$ cat src/rtl/reg2tl_master.sv
// Register-bus slave to TileLink-UL master bridge: one single-beat Get/Put in flight,
// one-cycle response pulse carrying read data / error, optional D-channel timeout.
package tl_pkg;
  typedef logic [7:0] source_t;

  localparam logic [2:0] PUT_FULL_DATA    = 3'd0;
  localparam logic [2:0] PUT_PARTIAL_DATA = 3'd1;
  localparam logic [2:0] GET              = 3'd4;
  localparam logic [2:0] ACCESS_ACK       = 3'd0;
  localparam logic [2:0] ACCESS_ACK_DATA  = 3'd1;

  typedef struct packed {
    logic [2:0]  opcode;
    logic [2:0]  param;
    logic [2:0]  size;
    source_t     source;
    logic [63:0] address;
    logic [7:0]  mask;
    logic [63:0] data;
    logic        corrupt;
  } A_chan_bits_t;

  typedef struct packed {
    logic [2:0]  opcode;
    logic [1:0]  param;
    logic [2:0]  size;
    source_t     source;
    logic [7:0]  sink;
    logic        denied;
    logic [63:0] data;
    logic        corrupt;
  } D_chan_bits_t;
endpackage

module reg2tl_master #(
  parameter int unsigned     ADDR_WIDTH     = 64,
  parameter int unsigned     DATA_WIDTH     = 64,
  parameter tl_pkg::source_t SOURCE_ID      = '0,
  parameter int unsigned     TIMEOUT_CYCLES = 1024
) (
  input  logic                      clk_i,
  input  logic                      rst_i,
  input  logic                      req_i,
  output logic                      gnt_o,
  input  logic                      we_i,
  input  logic [ADDR_WIDTH-1:0]     addr_i,
  input  logic [DATA_WIDTH/8-1:0]   be_i,
  input  logic [DATA_WIDTH-1:0]     wdata_i,
  output logic                      rvalid_o,
  output logic [DATA_WIDTH-1:0]     rdata_o,
  output logic                      err_o,
  output logic                      TL_A_valid_o,
  input  logic                      TL_A_ready_i,
  output tl_pkg::A_chan_bits_t      TL_A_bits_o,
  input  logic                      TL_D_valid_i,
  output logic                      TL_D_ready_o,
  input  tl_pkg::D_chan_bits_t      TL_D_bits_i
);

  typedef enum logic [1:0] {IDLE, A_SEND, D_WAIT, RESP} state_e;

  state_e                  state_q, state_d;
  logic                    late_q;
  logic [31:0]             timer_q;
  logic                    we_q;
  logic [ADDR_WIDTH-1:0]   addr_q;
  logic [DATA_WIDTH/8-1:0] be_q;
  logic [DATA_WIDTH-1:0]   wdata_q;
  logic [DATA_WIDTH-1:0]   rdata_q;
  logic                    err_q;

  logic d_match;
  logic timeout_hit;
  logic rsp_err;
  logic unused_d_bits;

  assign d_match = TL_D_valid_i && (TL_D_bits_i.source == SOURCE_ID);

  // Fires in the D_WAIT cycle where the timer would step onto TIMEOUT_CYCLES-1.
  assign timeout_hit = (TIMEOUT_CYCLES != 0) &&
                       ((timer_q + 32'd1) >= (TIMEOUT_CYCLES - 32'd1));

  assign rsp_err = TL_D_bits_i.denied | TL_D_bits_i.corrupt |
                   (we_q ? (TL_D_bits_i.opcode != tl_pkg::ACCESS_ACK)
                         : (TL_D_bits_i.opcode != tl_pkg::ACCESS_ACK_DATA));

  assign unused_d_bits = ^{TL_D_bits_i.param, TL_D_bits_i.size, TL_D_bits_i.sink};

  assign rdata_o = rdata_q;
  assign err_o   = err_q;

  always_comb begin
    state_d      = state_q;
    gnt_o        = 1'b0;
    TL_A_valid_o = 1'b0;
    TL_D_ready_o = 1'b0;
    rvalid_o     = 1'b0;
    case (state_q)
      IDLE: begin
        gnt_o        = req_i & ~late_q & ~rst_i;
        TL_D_ready_o = late_q;
        if (gnt_o) state_d = A_SEND;
      end
      A_SEND: begin
        TL_A_valid_o = 1'b1;
        if (TL_A_ready_i) state_d = D_WAIT;
      end
      D_WAIT: begin
        TL_D_ready_o = 1'b1;
        if (d_match || timeout_hit) state_d = RESP;
      end
      RESP: begin
        rvalid_o = 1'b1;
        state_d  = IDLE;
      end
      default: state_d = IDLE;
    endcase
  end

  always_comb begin
    TL_A_bits_o = '0;
    if (state_q == A_SEND) begin
      if (!we_q)          TL_A_bits_o.opcode = tl_pkg::GET;
      else if (be_q == '1) TL_A_bits_o.opcode = tl_pkg::PUT_FULL_DATA;
      else                TL_A_bits_o.opcode = tl_pkg::PUT_PARTIAL_DATA;
      TL_A_bits_o.size    = 3'd3;
      TL_A_bits_o.source  = SOURCE_ID;
      TL_A_bits_o.address = 64'(addr_q);
      TL_A_bits_o.mask    = 8'(be_q);
      TL_A_bits_o.data    = we_q ? 64'(wdata_q) : '0;
    end
  end

  always_ff @(posedge clk_i or posedge rst_i) begin
    if (rst_i) begin
      state_q <= IDLE;
      late_q  <= 1'b0;
      timer_q <= '0;
      we_q    <= 1'b0;
      addr_q  <= '0;
      be_q    <= '0;
      wdata_q <= '0;
      rdata_q <= '0;
      err_q   <= 1'b0;
    end else begin
      state_q <= state_d;
      if (gnt_o) begin
        we_q    <= we_i;
        addr_q  <= addr_i;
        be_q    <= be_i;
        wdata_q <= wdata_i;
      end
      if (state_q == A_SEND && TL_A_ready_i) timer_q <= '0;
      // A matching beat wins over a timeout landing in the same cycle.
      if (state_q == D_WAIT) begin
        if (d_match) begin
          rdata_q <= we_q ? '0 : DATA_WIDTH'(TL_D_bits_i.data);
          err_q   <= rsp_err;
        end else if (timeout_hit) begin
          rdata_q <= '0;
          err_q   <= 1'b1;
          late_q  <= 1'b1;
        end else begin
          timer_q <= timer_q + 32'd1;
        end
      end
      if (state_q == IDLE && late_q && d_match) late_q <= 1'b0;
    end
  end

endmodule

$ cat config.mk
export PLATFORM = sky130hd
export DESIGN_NAME = reg2tl_master
export DESIGN_NICKNAME = d
export VERILOG_FILES = /design/src/rtl/reg2tl_master.sv
export SDC_FILE = /design/constraint.sdc
export NUM_CORES = 1
export LEC_CHECK = 0
export CAP_MARGIN = 30
export CORE_MARGIN = 4
export CORE_UTILIZATION = 25
export CTS_BUF_LIST = sky130_fd_sc_hd__clkbuf_4 sky130_fd_sc_hd__clkbuf_8 sky130_fd_sc_hd__clkbuf_16
export DETAILED_ROUTE_END_ITERATION = 8
export REMOVE_ABC_BUFFERS = 1
export SYNTH_ARGS = -nofsm -noshare
export SYNTH_HDL_FRONTEND = slang
export SYNTH_SLANG_ARGS = --single-unit
$ cat constraint.sdc
create_clock -name clk_i -period 8.05 [get_ports clk_i]
set_input_delay 1.2075 -clock clk_i [delete_from_list [all_inputs] [get_ports clk_i]]
set_output_delay 1.2075 -clock clk_i [all_outputs]
set_load 0.05 [all_outputs]
# After elaboration in Yosys (flattened, before gate mapping)
# Cells that the tools add are included.
[word_totals]
reg_bits = 237
[classes]
addsub = 1
magnitude_cmp = 1
n_eq_ne = 9
mux = 26
n_bitwise = 6
n_reduce_logical = 14
[op_table]
columns = ["op", "count"]
rows = [
  ["two-way mux 64 bit", 4],
  ["two-way mux 146 bit", 1],
  ["two-way mux 32 bit", 4],
  ["adder 32 x 1 -> 32 bit (second input constant)", 1],
  ["greater-or-equal comparator 32 x 10 -> 1 bit (second input constant)", 1],
  ["two-way mux 1 bit", 10],
  ["== test 8 bit (second input constant)", 1],
  ["zero test 8 bit", 1],
  ["case mux 2 bit (4 select lines)", 1],
  ["two-way mux 2 bit", 3],
  ["two-way mux 3 bit", 2],
  ["!= test 2 bit (second input constant)", 3],
  ["AND reduction 3 bit", 2],
  ["nonzero test 2 bit", 3],
  ["== test 2 bit (second input constant)", 2],
  ["logical AND 1 bit", 4],
  ["!= test 3 x 1 -> 1 bit (second input constant)", 1],
  ["nonzero test 3 bit", 1],
  ["bitwise AND 1 bit", 2],
  ["== test 2 x 1 -> 1 bit (second input constant)", 1],
  ["zero test 2 bit", 1],
  ["!= test 2 x 1 -> 1 bit (second input constant)", 1],
  ["NOT 1 bit", 2],
  ["OR 1 bit", 2],
  ["other kinds (3)", 3],
]

# Logic depth before layout (Yosys ltp)
[logic_depth]
ltp_word = 6
depth_mapped = 11

# Worst setup path before layout
# OpenSTA, ideal clock, no wires.
[synth_path]
path_type = "input to output"
start = "input port rst_i"
end = "output port gnt_o"
t_arrival_ps = 7830
required_ps = 6843
path_slack_ps = -988
path_stages = 5
path_cell_list = "inv_1 -> nand3b_1 -> nor2_1 -> buf_1 -> clkbuf_1"
[synth_between]
elab_chain_len = 3
[synth_lines]
columns = ["item", "line", "text"]
rows = [
  ["from (decl)", "42", "input logic rst_i,"],
  ["NOT 1 bit", "100", "gnt_o = req_i & ~late_q & ~rst_i;"],
  ["bitwise AND 1 bit", "100", ""],
  ["two-way mux 1 bit", "98", "case (state_q)"],
  ["to (decl)", "44", "output logic gnt_o,"],
]
# No other way between the ends.

# Worst setup path after layout
# Ends and elaborated chain as after synthesis.

==> reports/qor.csv <==
metric,value,unit
holdWs,0.496,ns
synth_top_area_share,0.559,
yosysMostFrequentCell,dfrtp_1,
netlist_top_cells_count,"dfrtp_1, mux2_2, and2_1",
grt_max_degree,149,
yosys.area.top_type,dfrtp_1,
routedWlPerCell,18.0,um
synth_area,0.0106,mm2
track_usage,0.137,
maxCapViolations,0,
switchingPower,1.80,mW
synth.distinct_cells,59,
htree_num_levels,1,
row_count,75,
ys_warn_count,0,
total_power,4.96,mW
drive_gt1_frac,0.170,
drv_slew,0,
status,"complete, no violations",
tightest_slew,1.06,ns
antenna_cells,0,
r2r_cells,10,
cp.arrival,3.67,ns
synth_top_cells_by_area,"dfrtp_1, mux2_2, and2_1, a22o_1, and3_1",
cts.path.max_buffers,3,
synth_seq_cells,237,
die-height,214,um
clock_power_share,0.274,
clk-insertion-delay-late,0.56,ns
swShare,0.363,
critPathLaunch,rst_i,
ios,455,
dpl.hpwl,23.1,mm
reg2reg_to,rdata_o[44]$_DFFE_PP0P_,
area_growth,54.4,%
intPower,3.16,mW
via_count,8212,
final.min_clock_period,4.87,ns
worst_slack,3.18,ns
io_buffer_count,427,
crit_type,primary input to output pin,
tritoncts,yes,
skew,0.0224,ns
r2r_start,timer_q[0]$_DFF_PP0_,
hold_path_class,flip-flop to flip-flop,
slew_headroom,0.295,
gr-total-overflow,0,
async_reset_ff_frac,1.00,
end_kind,output pin,
p_per_area,303,mW/mm2
cts.sinks,237,
rsz0062_at_grt,false,
stdcell_count,1818,
synth_cells,854,
cts_setup_buffers,0,
synth_flop_cell,dfrtp_1,
avgSynthCellArea,12.4,um2
first_iter_violations,377,
grt_pass1_wl,51.3,mm
required,6.84,ns
power.leakage,7.05,nW
finalWirelength,32.8,mm
r2r_slack,4.09,ns
crit_path_max_fanout,91,
place_congestion,0.799,
die_w,214,um
dpl_worst_slack,3.05,ns
cts_hold_buf,0,
grt_pass1_vias,8481,
cts-root-buf,clkbuf_16,
dp_cells,1765,
synth_edf_count,0,
seqPwrFrac,0.350,
firstDrtPassIters,4,
vdd_drop_max,0.134,mV
ctsResizeCount,0,
layout.nets,1495,
ant_nets,0,
grt_antenna_before_repair,2,
fin_crit_sh,0.606,
numCtsBuffers,29,
seq_area_frac_synth,0.559,
finalHoldViolations,0,
clk_pin_slew_worst_paths,0.06,ns
dieArea,0.0458,mm2
start_util,0.253,
startpoint_type,primary input,
finalSetupViolCount,0,
route.detailed.drc,0,
vias_per_cell,4.52,
fmax,205,MHz
comb_power_share,0.377,
fill_cells,4035,
fp.coreArea,0.0419,mm2
critPathCapture,gnt_o,
[worst min path at each step]
| stage | from | endpoint | slack (ns) | cells after the start |
|---|---|---|---|---|
| after floorplan | timer_q[17]$_DFF_PP0_ | timer_q[17]$_DFF_PP0_ | 0.47 | 1 |
| after global placement | wdata_q[0]$_DFFE_PP0P_ | wdata_q[0]$_DFFE_PP0P_ | 0.48 | 1 |
| after detailed placement | wdata_q[26]$_DFFE_PP0P_ | wdata_q[26]$_DFFE_PP0P_ | 0.49 | 1 |
| after CTS | wdata_q[26]$_DFFE_PP0P_ | wdata_q[26]$_DFFE_PP0P_ | 0.50 | 1 |
| after global routing | wdata_q[12]$_DFFE_PP0P_ | wdata_q[12]$_DFFE_PP0P_ | 0.51 | 1 |
| final | wdata_q[27]$_DFFE_PP0P_ | wdata_q[27]$_DFFE_PP0P_ | 0.50 | 1 |
[critical path, stage by stage]
cell	delay (ns)
clkdlybuf4s50_1	0.51
inv_8	0.50
nand3b_1	0.27
nor2_4	0.17
clkdlybuf4s50_1	0.94
[placed cells by master (no fill, tap or decap), drive strengths merged, types with 6 or more instances in the layout]
cell	Yosys	routed
clkdlybuf4s50	0	427
dfrtp	237	237
mux2	140	140
and2	96	96
and3	67	67
a22o	64	64
clkbuf	47	35
nand2	19	19
conb	1	14
nor3	13	13
nand4	13	13
inv	12	13
nor2	13	13
nand3	11	11
clkinv	0	9
a21oi	8	8
buf	29	8
nor4	7	7
a221o	6	6
ha	6	6
[kinds of logic (layout without fill, tap and decap cells)]
group / after synthesis / count (layout) / share of synthesized area
flops: 237 / 237 / 0.559
compound gates: 109 / 109 / 0.0852
fa+ha+maj: 6 / 6 / 0.00708
mux: 143 / 143 / 0.151
other cells: 1 / 14 / 0.000354
simple gates: 262 / 262 / 0.150
buf+inv: 88 / 500 / 0.0401
xor+xnor: 8 / 8 / 0.00661
[power by group through the flow]
stage / logic, mW / clock network, mW / registers [mW]
6_report: 1.87 / 1.36 / 1.73
5_1_grt: 1.98 / 1.47 / 1.78
4_1_cts: 1.90 / 1.42 / 1.74
3_5_place_dp: 1.89 / 0 / 1.75
3_3_place_gp: 1.87 / 0 / 1.74
2_1_floorplan: 1.21 / 0 / 1.75
[final cells by class]
class | instances | area [um2] | share of cell area
Inverter | 12 | 52.6 | 0.00321
Sequential cell | 237 | 5930 | 0.362
Clock inverter | 18 | 208 | 0.0127
Clock buffer | 35 | 802 | 0.0490
Tap cell | 539 | 674 | 0.0412
Multi-Input combinational cell | 542 | 4340 | 0.265
Timing Repair Buffer | 435 | 4370 | 0.267
[through the flow]
step,util,setup TNS [ns],area (um2)
3_5_place_dp,0.366,0,15400
4_1_cts,0.390,0,16400
3_3_place_gp,0.366,0,15300
2_1_floorplan,-,-809.51,10300
5_1_grt,0.390,0,16400
6_report,0.390,0,16400
[sequential cells by signal, indices dropped and copies added, names as in the netlist]
name     cells
be_q         8
late_q       1
wdata_q     64
rdata_o     64
state_q      2
we_q         1
err_o        1
addr_q      64
timer_q     32
[metal layers]
metal | global-route usage | wire, um | vias up
met1 | 0.176 | 14100 | 3993
met3 | 0.0443 | 2630 | 48
met4 | 0.0344 | 755 | 4
met5 | 0 | 20 | -
li1 | - | - | 3846
met2 | 0.226 | 15300 | 321
(Power assumes the default switching activity.)
